### config.mk
export PLATFORM = sky130hd
export DESIGN_NAME = signed_nr_divider_axis
export DESIGN_NICKNAME = d
export VERILOG_FILES = /design/src/rtl/div_pkg.sv /design/src/rtl/nr_div_core.sv /design/src/rtl/signed_nr_divider_axis.sv
export SDC_FILE = /design/constraint.sdc
export NUM_CORES = 1
export LEC_CHECK = 0
export BUFFER_PORTS_ARGS = -buffer_cell sky130_fd_sc_hd__buf_2
export CORE_UTILIZATION = 35
export DETAILED_ROUTE_END_ITERATION = 6
export PLACE_DENSITY = 0.64
export SKIP_CTS_REPAIR_TIMING = 1
export SLEW_MARGIN = 0
export SYNTH_ARGS = -nofsm -noshare
export SYNTH_HDL_FRONTEND = slang
export SYNTH_SLANG_ARGS = --single-unit
### constraint.sdc
create_clock -name aclk -period 5.5 [get_ports aclk]
set_clock_uncertainty 0.2 [all_clocks]
set_input_delay 1.1 -clock aclk [delete_from_list [all_inputs] [get_ports aclk]]
set_output_delay 1.1 -clock aclk [all_outputs]
set_load 0.1 [all_outputs]
### src/rtl/div_pkg.sv
// Shared types and constant helpers for the signed non-restoring divider.
package div_pkg;

  typedef enum logic [1:0] {IDLE, RUN, FIX, DONE} div_state_e;

  function automatic int div_latency(input int n_width, input int frac_bits);
    return n_width + frac_bits + 2;
  endfunction

  function automatic longint sat_max(input int q_width);
    return (64'sd1 <<< (q_width - 1)) - 64'sd1;
  endfunction

  function automatic longint sat_min(input int q_width);
    return -(64'sd1 <<< (q_width - 1));
  endfunction

endpackage

### src/rtl/nr_div_core.sv
// Unsigned non-restoring divider engine: one quotient digit per busy cycle,
// digit conversion and remainder restore are combinational on the final state.
module nr_div_core #(
  parameter int NW      = 16,
  parameter int D_WIDTH = 16
) (
  input  logic               aclk,
  input  logic               resetn,
  input  logic               start,
  input  logic [NW-1:0]      dividend,
  input  logic [D_WIDTH-1:0] divisor,
  output logic               busy,
  output logic               done,
  output logic [NW-1:0]      q_mag,
  output logic [D_WIDTH-1:0] r_mag
);

  localparam int RW = D_WIDTH + 2;
  localparam int CW = $clog2(NW + 1);
  localparam int QB = NW - 1;

  logic signed [RW-1:0] rem, shifted, den_ext, rem_next;
  logic [D_WIDTH-1:0]   den;
  logic [NW-1:0]        num_sh;
  logic [QB-1:0]        q_bits;
  logic [CW-1:0]        cnt;
  logic                 busy_q;

  always_comb begin
    shifted  = {rem[RW-2:0], num_sh[NW-1]};
    den_ext  = $signed({2'b00, den});
    rem_next = rem[RW-1] ? shifted + den_ext : shifted - den_ext;
  end

  always_ff @(posedge aclk) begin
    if (!resetn) begin
      rem    <= '0;
      den    <= '0;
      num_sh <= '0;
      q_bits <= '0;
      cnt    <= '0;
      busy_q <= 1'b0;
    end else if (start) begin
      rem    <= '0;
      den    <= divisor;
      num_sh <= dividend;
      q_bits <= '0;
      cnt    <= CW'(NW);
      busy_q <= 1'b1;
    end else if (busy_q) begin
      rem    <= rem_next;
      num_sh <= num_sh << 1;
      q_bits <= QB'({q_bits, ~rem[RW-1]});
      cnt    <= cnt - CW'(1);
      if (cnt == CW'(1)) busy_q <= 1'b0;
    end
  end

  assign busy = busy_q;
  assign done = busy_q && (cnt == CW'(1));

  // Digits d in {+1,-1} give Q = 2*P - (2^NW - 1); modulo 2^NW that is {P[NW-2:0],1},
  // so the leading digit never needs storing. Negative final remainder costs one.
  assign q_mag = {q_bits, 1'b1} - NW'(rem[RW-1]);
  assign r_mag = rem[RW-1] ? rem[D_WIDTH-1:0] + den : rem[D_WIDTH-1:0];

endmodule

### src/rtl/signed_nr_divider_axis.sv
// Signed fixed-point divider with valid/ready streams, saturation and
// divide-by-zero reporting around the unsigned non-restoring core.
module signed_nr_divider_axis
  import div_pkg::*;
#(
  parameter int N_WIDTH   = 16,
  parameter int D_WIDTH   = 16,
  parameter int Q_WIDTH   = 16,
  parameter int FRAC_BITS = 0
) (
  input  logic                      aclk,
  input  logic                      resetn,
  input  logic [N_WIDTH-1:0]        s_numerator,
  input  logic [D_WIDTH-1:0]        s_denominator,
  input  logic                      s_valid,
  output logic                      s_ready,
  output logic signed [Q_WIDTH-1:0] m_quotient,
  output logic [D_WIDTH-1:0]        m_remainder,
  output logic                      m_overflow,
  output logic                      m_err_div0,
  output logic                      m_valid,
  input  logic                      m_ready
);

  localparam int     NW    = N_WIDTH + FRAC_BITS;
  localparam longint Q_MAX = sat_max(Q_WIDTH);
  localparam longint Q_MIN = sat_min(Q_WIDTH);

  div_state_e state, state_next;

  logic               accept, core_start, core_busy, core_done;
  logic               num_neg, res_neg, den_zero, in_den_zero;
  logic [N_WIDTH-1:0] num_abs;
  logic [D_WIDTH-1:0] den_abs, r_mag;
  logic [NW-1:0]      q_mag;
  longint             q_mag_l;

  logic signed [Q_WIDTH-1:0] fix_q;
  logic [D_WIDTH-1:0]        fix_r;
  logic                      fix_ovf, fix_div0;

  assign num_abs     = s_numerator[N_WIDTH-1]   ? -s_numerator   : s_numerator;
  assign den_abs     = s_denominator[D_WIDTH-1] ? -s_denominator : s_denominator;
  assign in_den_zero = (s_denominator == '0);

  nr_div_core #(.NW(NW), .D_WIDTH(D_WIDTH)) u_core (
    .aclk     (aclk),
    .resetn   (resetn),
    .start    (core_start),
    .dividend (NW'(num_abs) << FRAC_BITS),
    .divisor  (den_abs),
    .busy     (core_busy),
    .done     (core_done),
    .q_mag    (q_mag),
    .r_mag    (r_mag)
  );

  always_ff @(posedge aclk) begin
    if (!resetn) state <= IDLE;
    else         state <= state_next;
  end

  always_comb begin
    state_next = state;
    case (state)
      IDLE: if (s_valid) state_next = in_den_zero ? FIX : RUN;
      RUN:  if (core_done) state_next = FIX;
      FIX:  state_next = DONE;
      DONE: if (m_valid && m_ready) state_next = IDLE;
      default: state_next = IDLE;
    endcase
  end

  always_comb begin
    s_ready    = (state == IDLE) && !core_busy;
    accept     = s_valid && s_ready;
    core_start = accept && !in_den_zero;
  end

  // Division by zero takes the FIX step too so its result is formed in one place.
  always_comb begin
    q_mag_l  = longint'(q_mag);
    fix_q    = '0;
    fix_r    = '0;
    fix_ovf  = 1'b0;
    fix_div0 = 1'b0;
    if (den_zero) begin
      fix_div0 = 1'b1;
      fix_q    = num_neg ? Q_WIDTH'(Q_MIN) : Q_WIDTH'(Q_MAX);
    end else if (res_neg && q_mag_l > -Q_MIN) begin
      fix_ovf = 1'b1;
      fix_q   = Q_WIDTH'(Q_MIN);
    end else if (!res_neg && q_mag_l > Q_MAX) begin
      fix_ovf = 1'b1;
      fix_q   = Q_WIDTH'(Q_MAX);
    end else begin
      fix_q = res_neg ? Q_WIDTH'(-q_mag_l) : Q_WIDTH'(q_mag_l);
      fix_r = num_neg ? -r_mag : r_mag;
    end
  end

  always_ff @(posedge aclk) begin
    if (!resetn) begin
      num_neg     <= 1'b0;
      res_neg     <= 1'b0;
      den_zero    <= 1'b0;
      m_quotient  <= '0;
      m_remainder <= '0;
      m_overflow  <= 1'b0;
      m_err_div0  <= 1'b0;
      m_valid     <= 1'b0;
    end else begin
      if (accept) begin
        num_neg    <= s_numerator[N_WIDTH-1];
        res_neg    <= s_numerator[N_WIDTH-1] ^ s_denominator[D_WIDTH-1];
        den_zero   <= in_den_zero;
        m_overflow <= 1'b0;
        m_err_div0 <= 1'b0;
      end
      if (state == FIX) begin
        m_quotient  <= fix_q;
        m_remainder <= fix_r;
        m_overflow  <= fix_ovf;
        m_err_div0  <= fix_div0;
      end
      m_valid <= (state == DONE) && !(m_valid && m_ready);
    end
  end

endmodule

==> implementation parameters, run 1 <==
Parameter                              Value

Route
  First-pass DRT Iterations ... 4
  Via density per instance ... between 5 and 6
  Mean routed wirelength per cell ... 14.88 um
  Post-detailed-route DRC marker count ... 0
  DR iter-0 viols ... approximately 360
  Total via count in the routed design ... 6753
  Final Routed Wirelength ... between 15000 and 20000 um
  Number of antenna-violating nets in the routed design ... 0

Worst setup path
  Startpoint Class ... flop
  Cell type group with the largest total delay on the critical path ... compound AO/OA/AOI/OAI gates
  Worst r2r path cells ... 11
  Worst Path Buf+Inv ... 0
  Critical path origin ... u_core.den[0]
  CP max stage cell ... fa_1
  Type of the worst setup path ... reg -> reg
  Element type at the critical path end ... flop
  Worst r2r src ... u_core.den[0]
  Number of cells on the critical path ... 11
  Critical Path Fanout Max ... 6
  Required time of the critical path ... 5590 ps
  Cells along the critical path ... ha_1, fa_1, a21o_1, a221oi_1, xnor2_1, o31ai_1, nor3b_2, nand4_1, o31ai_2, xor3_1, o21ai_1
  Critical R2R Capture ... m_remainder[15]
  Critical path arrival ... roughly 3800 ps
  Worst R2R Setup Slack ... 1830 ps
  Highest cell delay on the worst timing path ... 450 ps
  Critical path endpoint ... m_remainder[15]

GRT
  Total track usage ... 16.98%
  Via count of the first global-routing pass ... 6054
  Global-route congestion overflow total ... 0
  Wire length of the first global-routing pass ... 30710 um
  Initial antenna violation count ... 0
  Maximum number of pins on one net before global-route repair ... 50

Timing
  Shortest clock period the worst path allows after layout ... 3665 ps
  Max Fclk ... 0.2728 GHz
  Final-report setup violation count ... 0
  Final number of max-transition violations ... 0
  Setup tns final ... 0 ps
  Slew headroom ... between 30% and 40%
  Count of final hold-check violations ... 0
  Worst hold-check slack ... around 250 ps
  Slew at the pin with the worst max-slew slack ... just over 1000 ps
  Portion of the clock cycle consumed by the worst path in the final layout ... 66.64%
  RSZ-0062 raised after global routing ... no

Layout
  Most frequent standard cell in the layout excluding fill and tap cells ... nor2_1
  Diodes inserted ... 0
  Fin area ... 8462 um2
  Fin nets ... approximately 1100
  Layout area overhead ... 10.83%
  Fraction of layout instances using a drive strength above 1 ... 12.78%
  Number of filler cells placed in the layout ... ~2200
  Commonest cells after routing, fill and taps aside ... nor2_1 (118), dfxtp_1 (110), nand2_1 (74), buf_2 (71), a21oi_1 (57)

Clock network
  Clock slew at reported path FFs ... about 70 ps
  Skew-Pair Late Insertion Delay ... 350 ps
  Num Clock Sinks ... 111
  Bufs on Longest Clock Path ... 2
  Inserted Clock Buffers ... 9
  Clock root cell ... clkbuf_16
  Clock tree from TritonCTS ... yes
  H-tree Lvls ... 3

Power
  Static power due to leakage ... 3.406 nW
  Worst IR drop on VDD ... 0.1908 mV
  Post-route total power ... approximately 4.6 mW
  Total power per unit cell area ... 547.1 nW/um2

Hold path
  Kind of path behind the tightest hold check ... reg -> reg
  Startpoint of the lowest-slack hold path ... m_remainder[13]

Placement
  Placer congestion estimate ... 0.8330
  Input/output buffers ... 71
  Placed standard-cell area ... 8155 um2
  Half-perimeter wire length after placement ... ~14000 um

Logic synthesis
  Mapped Nets ... 1018
  Largest family of logic cells by synthesized area ... compound AO/OA/AOI/OAI gates
  Part of the Yosys area used for sequential elements ... 29.11%
  Cells after synthesis ... 936
  Multiplexer share of the synthesized area ... between 5 and 6%
  Synthesized area per cell ... 8.157 um2
  Share of synthesized flip-flops with an asynchronous set or reset ... 0%
  Synthesized-area fraction occupied by ao, oa, aoi and oai cells ... 23.17%
  Synthesized-area fraction occupied by xor and xnor cells ... 10.06%
  Main flop type after synthesis ... dfxtp_1
  Post-synth EDFFs ... 0
  Area share of fa/ha/maj cells after synthesis ... 7.735%
  Simple-gate share of the synthesized area ... 19.39%
  Number of different library cells in the post-synthesis netlist ... 77
  Mapped Area ... between 7000 and 8000 um2
  Yosys warning count ... 0
  Register bit total from synthesis ... 111

Die
  Standard-cell row count ... 53
  Die H ... 149.7 um
  Placeable core region ... 21220 um2
  Number of top-level pins ... 72
  Initial cell density of the core ... 35.98%
  Chip width ... roughly 150 um
  Die area ... about 22000 um2

Flow run
  Max-capacitance violation count ... 0

Outcome
  Result of the run ... finished clean
kinds of logic after synthesis:
kind of cell	count (synthesis)
adders and majority gates	46
xor gates and xnor gates	86
muxes	45
buffers and inverters	82
AOI/OAI and AO/OA	258
and+or+nand+nor	308
DFF	111
final cells by class:
type / instances / area (um2) / area share, %
Clock inverter: 6 / 67.56 / 0.7985
Inverter: 30 / 112.6 / 1.331
Clock buffer: 10 / 239.0 / 2.824
Tap cell: 275 / 344.1 / 4.066
Timing Repair Buffer: 78 / 407.9 / 4.820
Sequential cell: 111 / 2223 / 26.28
Multi-Input combinational cell: 743 / 5067 / 59.88
where the power goes:
group          leakage [nW]  internal, mW  switching [mW]
registers             0.906         0.990           0.216
logic                  2.35          1.01            1.74
clock network         0.145         0.369           0.312
metal layers:
layer / global-route usage [%] / part of all wire [%] / up-vias / routed length [um]
li1: - / - / 3461 / -
met1: 24.42 / 51 / 3122 / 9570
met2: 26.53 / 44 / 160 / 8225
met3: 2.713 / 3.7 / 10 / 699
met4: 3.434 / 0.81 / 0 / 151
met5: 0 / 0 / - / 0
synthesized netlist by cell type (12+ instances only):
| cell type | instances | area share (%) |
|---|---|---|
| nor2_1 | 119 | 5.9 |
| dfxtp_1 | 111 | 29 |
| nand2_1 | 74 | 3.6 |
| a21oi_1 | 57 | 3.7 |
| o21ai_0 | 55 | 3.6 |
| ha_1 | 44 | 7.2 |
| xnor2_1 | 44 | 5.0 |
| mux2i_1 | 43 | 5.6 |
| xor2_1 | 41 | 4.7 |
| clkbuf_1 | 34 | 1.7 |
| inv_1 | 27 | 1.3 |
| a211oi_1 | 25 | 2.5 |
| nor3_1 | 18 | 1.2 |
| a21o_1 | 13 | 1.3 |
| or3_1 | 12 | 0.98 |
worst min-delay path by stage:
| stage | to | slack [ps] | cells past startpoint |
|---|---|---|---|
| CTS | m_remainder[13] | 250 | 2 |
| finish | m_remainder[13] | 250 | 2 |
| detailed placement | m_remainder[11] | 240 | 2 |
| global placement | m_remainder[14] | 230 | 2 |
| global route | m_remainder[12] | 280 | 2 |
| floorplan | u_core.num_sh[5] | 230 | 2 |
worst reg2reg max path: stages, from the launching register on:
cell and delay [ps]:
dfxtp_1 390, ha_1 300, fa_1 450, a21o_1 210, a221oi_1 360, xnor2_1 150, o31ai_1 260, nor3b_2 330
nand4_1 230, o31ai_2 290, xor3_1 310, o21ai_1 130
metrics by stage:
step,util [%],instances,worst slack (ps)
CTS,39.88,1253,1872
floorplan,-,936,1365
global route,39.88,1253,1579
global placement,38.43,1237,1591
finish,39.88,1253,1835
detailed placement,38.43,1237,1554
flip-flops by register name (all words and copies together) (netlist names):
name	count
m_valid	1
u_core.num_sh	16
u_core.rem	18
state	2
m_remainder	16
u_core.busy	1
u_core.cnt	5
res_neg	1
m_overflow	1
num_neg	1
u_core.q_bits	15
den_zero	1
m_quotient	16
m_err_div0	1
u_core.den	16
Power figures use the tool's default switching activity.
==> inputs of run 2 (changes only) <==
- ABC_AREA: default -> 1
- PLACE_DENSITY: 0.64 -> 0.66
- clock period: 5.5 -> 3.35 ns (I/O delays scaled with it)
==> implementation parameters, run 2 <==
Parameter                              Value

Placement
  Placer congestion estimate ... 0.8746
  Input/output buffers ... 71
  Placed standard-cell area ... 8441 um2
  Half-perimeter wire length after placement ... 15530 um

Logic synthesis
  Share of synthesized flip-flops with an asynchronous set or reset ... 0%
  Cells after synthesis ... ~1200
  Main flop type after synthesis ... dfxtp_1
  Area share of fa/ha/maj cells after synthesis ... 7.588%
  Leading cell type by number of instances after synthesis ... nand2_1
  Yosys warning count ... 0
  Synthesized-area fraction occupied by xor and xnor cells ... 6.977%
  Leading post-synthesis cells by instance count ... nand2_1 (292), inv_1 (140), dfxtp_1 (111)
  Leading cell types by total area after synthesis ... dfxtp_1 (29%), nand2_1 (14%), ha_1 (7.1%), inv_1 (6.8%), a21oi_1 (5.9%)
  Multiplexer share of the synthesized area ... 0%
  Mapped Nets ... about 1300
  Number of different library cells in the post-synthesis netlist ... 48
  Simple-gate share of the synthesized area ... 28.92%
  Part of the Yosys area used for sequential elements ... 28.55%
  Register bit total from synthesis ... 111
  Synthesized area per cell ... around 6.6 um2
  Mapped Area ... ~7800 um2
  Most area-hungry cell type in the Yosys netlist ... dfxtp_1
  Largest family of logic cells by synthesized area ... simple AND/OR/NAND/NOR gates
  Top-area cell type share of the netlist area ... around 29%
  Synthesized-area fraction occupied by ao, oa, aoi and oai cells ... 18.57%
  Post-synth EDFFs ... 0

Worst setup path
  Element type at the critical path end ... flop
  Type of the worst setup path ... reg -> reg
  Startpoint Class ... flop
  Worst R2R Setup Slack ... 120 ps
  Critical path arrival ... between 3000 and 4000 ps
  Required time of the critical path ... 3420 ps
  Critical Path Fanout Max ... 4

Clock network
  Inserted Clock Buffers ... 9
  Num Clock Sinks ... 111
  Bufs on Longest Clock Path ... 2
  Clock root cell ... clkbuf_16
  H-tree Lvls ... 3
  Skew-Pair Late Insertion Delay ... 370 ps
  Clock tree from TritonCTS ... yes
  Clock slew at reported path FFs ... 80 ps

Layout
  Fraction of layout instances using a drive strength above 1 ... 12.60%
  Fin area ... about 9000 um2
  Register with the most flip-flops ... u_core.rem
  Fin nets ... ~1300
  Diodes inserted ... 0
  Max reg flops ... 18
  Most frequent standard cell in the layout excluding fill and tap cells ... nand2_1
  Layout area overhead ... 13.42%
  Commonest cells after routing, fill and taps aside ... nand2_1 (290), inv_1 (137), dfxtp_1 (109), nor2_1 (100), a21oi_1 (90)

Die
  Initial cell density of the core ... 35.66%
  Placeable core region ... approximately 22000 um2
  Die H ... 151.1 um
  Die area ... 22840 um2
  Number of top-level pins ... 72
  Standard-cell row count ... 54
  Chip width ... 151.1 um

Power
  Total power per unit cell area ... about 930 nW/um2
  Net switching component of the power ... 4.406 mW
  Flop pwr share ... a little under a quarter
  Static power due to leakage ... between 4 and 5 nW
  Internal Power ... roughly 3.8 mW
  Comb pwr share ... between 60% and 70%
  Clock share of power ... between 10% and 20%
  Fraction of power spent switching nets ... between 50% and 60%
  Worst IR drop on VDD ... 0.4287 mV

Timing
  Max Fclk ... 0.3099 GHz
  Final-report setup violation count ... 0
  Final number of max-transition violations ... 0
  Slew at the pin with the worst max-slew slack ... 619.1 ps
  Shortest clock period the worst path allows after layout ... 3226 ps
  Count of final hold-check violations ... 0
  RSZ-0062 raised after global routing ... yes
  Slew headroom ... 58.73%
  Portion of the clock cycle consumed by the worst path in the final layout ... 96.31%
  Worst hold-check slack ... roughly 260 ps

Route
  DR WL met2 ... 8540 um
  Number of antenna-violating nets in the routed design ... 0
  DR iter-0 viols ... roughly 460
  Final Routed Wirelength ... 20040 um
  Post-detailed-route DRC marker count ... 0
  First-pass DRT Iterations ... 5
  Highest metal layer with signal wires ... met4
  Met3 wire len ... 910 um
  Mean routed wirelength per cell ... roughly 13 um
  Via density per instance ... approximately 5.0
  Routed length on met1 ... 10420 um
  Total via count in the routed design ... 7569

GRT
  Via count of the first global-routing pass ... roughly 6600
  Global-route congestion overflow total ... 0
  Total track usage ... 17.89%
  Maximum number of pins on one net before global-route repair ... 61
  Initial antenna violation count ... 0
  Wire length of the first global-routing pass ... 32540 um

Hold path
  Kind of path behind the tightest hold check ... reg -> reg

Outcome
  Result of the run ... finished clean

Flow run
  Max-capacitance violation count ... 0
-- run 2: stage by stage --
stage | instances | setup TNS (ps) | worst slack, ps | power, mW | utilization, %
floorplan | 1184 | 0 | 65.98 | 5.932 | -
finish | 1526 | 0 | 123.6 | 8.234 | 40.45
detailed placement | 1510 | 0 | 53.50 | 6.943 | 38.68
CTS | 1526 | 0 | 13.56 | 8.091 | 40.09
global route | 1526 | -66.95 | -39.18 | 8.952 | 40.45
global placement | 1510 | 0 | 108.6 | 6.884 | 38.68
-- run 2: worst paths after layout --
kind                                         to  cells past startpoint             from
worst max-delay path             u_core.rem[17]                     19    u_core.den[1]
worst min-delay path            m_remainder[10]                      2  m_remainder[10]
worst max register to register   u_core.rem[17]                     19    u_core.den[1]
worst min register to register  m_remainder[10]                      2  m_remainder[10]
-- run 2: cells by family (layout without fill, tap and decap cells) --
logic type	Yosys count	count (layout)
adders and majority gates	46	46
buffers and inverters	189	251
DFF	111	111
AOI/OAI and AO/OA	250	250
and+or+nand+nor	526	526
xor gates and xnor gates	62	62
-- run 2: per-layer routing --
| metal | vias to the layer above | GRT usage [%] |
|---|---|---|
| li1 | 4003 | - |
| met1 | 3383 | 26.04 |
| met2 | 171 | 27.36 |
| met3 | 12 | 2.982 |
| met4 | 0 | 3.850 |
| met5 | - | 0 |
-- run 2: final cells by class --
class / count / area (um2)
fillers: 2331 / 13000
multi-input cells: 884 / 4908
flip-flops and latches: 111 / 2225
inverters: 147 / 551.8
repair buffers: 88 / 483.0
well taps: 280 / 350.3
clock buffers: 9 / 225.2
clock inverters: 7 / 83.83
-- run 2: worst max-delay path, cell delays in order, from the launching register on --
cell and delay, ps:
dfxtp_2 330, inv_2 80, ha_4 130, nand2_2 80
nor3_4 200, inv_2 60, nor3_2 200, nand2_1 120
nor3_2 240, a21oi_2 90, xor2_1 150, ha_1 380
nand2_2 110, nor3_4 180, nand2_1 90, o21ai_1 120
a21oi_1 60, xor2_1 140, o21ai_1 120, inv_1 50
-- run 2: power groups by stage --
stage	Clock [mW]	Sequential (mW)	Combinational (mW)
floorplan	0	2.64	3.29
global placement	0	1.99	4.90
detailed placement	0	1.99	4.95
CTS	1.15	1.97	4.97
global route	1.21	2.02	5.72
finish	1.12	1.98	5.13
==> inputs of run 3 (changes only) <==
--- a/config.mk
+++ b/config.mk
@@ -8,7 +8,7 @@
 export ABC_AREA = 1
 export BUFFER_PORTS_ARGS = -buffer_cell sky130_fd_sc_hd__buf_2
-export CORE_UTILIZATION = 35
+export CORE_UTILIZATION = 55
 export DETAILED_ROUTE_END_ITERATION = 6
-export PLACE_DENSITY = 0.66
+export PLACE_DENSITY = 0.9
 export SKIP_CTS_REPAIR_TIMING = 1
 export SLEW_MARGIN = 0
--- a/constraint.sdc
+++ b/constraint.sdc
@@ -3,3 +3,3 @@
 set_input_delay 0.67 -clock aclk [delete_from_list [all_inputs] [get_ports aclk]]
 set_output_delay 0.67 -clock aclk [all_outputs]
-set_load 0.1 [all_outputs]
+set_load 0.005 [all_outputs]
==> implementation parameters, run 3 (synthesis results as in run 2) <==
Parameter                              Value

Outcome
  Result of the run ... finished with violations
  Violations in the final reports ... DRC

Die
  Die area ... 14630 um2
  Number of top-level pins ... 72
  Standard-cell row count ... 43
  Chip width ... 121.0 um
  Die H ... 121.0 um
  Placeable core region ... ~14000 um2
  Initial cell density of the core ... 56.28%

Clock network
  Clock root cell ... clkbuf_16
  Clock slew at reported path FFs ... 80 ps
  H-tree Lvls ... 3
  Clock tree from TritonCTS ... yes
  Num Clock Sinks ... 111
  Bufs on Longest Clock Path ... 2
  Inserted Clock Buffers ... 9
  Skew-Pair Late Insertion Delay ... 360 ps

Route
  Number of antenna-violating nets in the routed design ... 0
  Via density per instance ... 5.567
  Final Routed Wirelength ... 19230 um
  Post-detailed-route DRC marker count ... 2
  First-pass DRT Iterations ... 7
  DR iter-0 viols ... 597
  Total via count in the routed design ... 7916
  Mean routed wirelength per cell ... 13.52 um

GRT
  Initial antenna violation count ... 0
  Maximum number of pins on one net before global-route repair ... 61
  Total track usage ... around a quarter
  Wire length of the first global-routing pass ... 31480 um
  Global-route congestion overflow total ... 0
  Via count of the first global-routing pass ... about 7000

Worst setup path
  CP max stage cell ... dfxtp_1
  Critical Path Fanout Max ... 4
  Critical path arrival ... roughly 3400 ps
  Type of the worst setup path ... reg -> reg
  Startpoint Class ... flop
  Required time of the critical path ... around 3500 ps
  Cells along the critical path ... inv_1, ha_1, nand2_1, nor3_2, inv_1, nor3_2, nand2_1, nor3_2, a21oi_1, xor2_1, ha_1, buf_4, inv_1, nor3_1, nand3_1, nand2_1, a21oi_1, o21ai_0, o211ai_1, inv_1
  Highest cell delay on the worst timing path ... 350 ps
  Dominant cell type by count on the critical path ... inv_1
  Element type at the critical path end ... flop

Timing
  RSZ-0062 raised after global routing ... yes
  Slew at the pin with the worst max-slew slack ... 810.3 ps
  Portion of the clock cycle consumed by the worst path in the final layout ... 96.96%
  Final number of max-transition violations ... 0
  Shortest clock period the worst path allows after layout ... 3248 ps
  Slew headroom ... between 40% and 50%
  Count of final hold-check violations ... 0
  Max Fclk ... 0.3079 GHz
  Final-report setup violation count ... 0
  Setup tns final ... 0 ps
  Worst hold-check slack ... ~260 ps

Power
  Comb pwr share ... approximately three fifths
  Flop pwr share ... 27.2%
  Fraction of power spent switching nets ... around 48%
  Worst IR drop on VDD ... approximately 0.41 mV
  Total power per unit cell area ... 844.0 nW/um2
  Static power due to leakage ... 4.113 nW
  Net switching component of the power ... 3.497 mW
  Clock share of power ... between 10% and 20%
  Internal Power ... 3.772 mW

Layout
  Fin nets ... 1319
  Register with the most flip-flops ... u_core.rem
  Max reg flops ... 18
  Utilization after layout ... 62.28%
  Diodes inserted ... 0
  Commonest cells after routing, fill and taps aside ... nand2_1 (292), inv_1 (140), dfxtp_1 (110), nor2_1 (100), a21oi_1 (89)
  Most frequent standard cell in the layout excluding fill and tap cells ... nand2_1
  Layout area overhead ... 10.66%
  Fraction of layout instances using a drive strength above 1 ... between 10% and 20%

Hold path
  Kind of path behind the tightest hold check ... reg -> reg

Placement
  Half-perimeter wire length after placement ... ~14000 um
  Placer congestion estimate ... around 0.94
  Input/output buffers ... 71

Flow run
  Max-capacitance violation count ... 0
## run 3: cell count changes in the layout (fill, tap and decap cells not counted), sizes merged
cell,change
buf,-4
clkinvlp,-2
clkinv,+1
inv,+1
## run 3: worst max-delay path, delay by kind of cell (launching register included)
kind / cells / cell delay, ps
compound gates: 4 / 370
xor+xnor: 1 / 150
fa+ha+maj: 2 / 520
buf+inv: 5 / 440
flops: 1 / 350
simple gates: 8 / 1180
## run 3: metrics by stage
step | power [mW] | cells | area [um2] | setup slack (ps)
global route | 7.930 | 1422 | 8612 | -98.16
CTS | 7.092 | 1421 | 8554 | -60.47
floorplan | 5.121 | 1184 | 7782 | 65.98
global placement | 5.906 | 1405 | 8275 | 85.72
finish | 7.268 | 1422 | 8612 | 101.8
detailed placement | 6.036 | 1405 | 8275 | -39.59
## run 3: power by group through the flow
stage	sequential [mW]	combinational, mW	clock (mW)
finish	1.98	4.25	1.04
global route	2.02	4.81	1.10
CTS	1.96	4.09	1.04
detailed placement	1.99	4.05	0
global placement	1.98	3.93	0
floorplan	1.90	3.22	0
## run 3: layer usage
layer | global-route usage, % | up-vias | routed length [um]
li1 | - | 4007 | -
met1 | 34.49 | 3578 | 8568
met2 | 43.93 | 286 | 8938
met3 | 5.216 | 45 | 1247
met4 | 9.182 | 0 | 475
met5 | 0 | - | 0
## run 3: worst paths after layout
path	from	to	slack, ps	cells past startpoint
min reg2reg	m_remainder[8]	m_remainder[8]	260	2
min	m_remainder[8]	m_remainder[8]	260	2
max reg2reg	u_core.den[0]	u_core.rem[16]	100	20
max	u_core.den[0]	u_core.rem[16]	100	20
## run 3: layout make-up
class,instances,area [um2]
Tap cell,180,225.2
Fill cell,1197,5215
Clock buffer,9,225.2
Timing Repair Buffer,84,452.9
Inverter,147,551.8
Multi-Input combinational cell,884,4880
Clock inverter,7,53.80
Sequential cell,111,2223
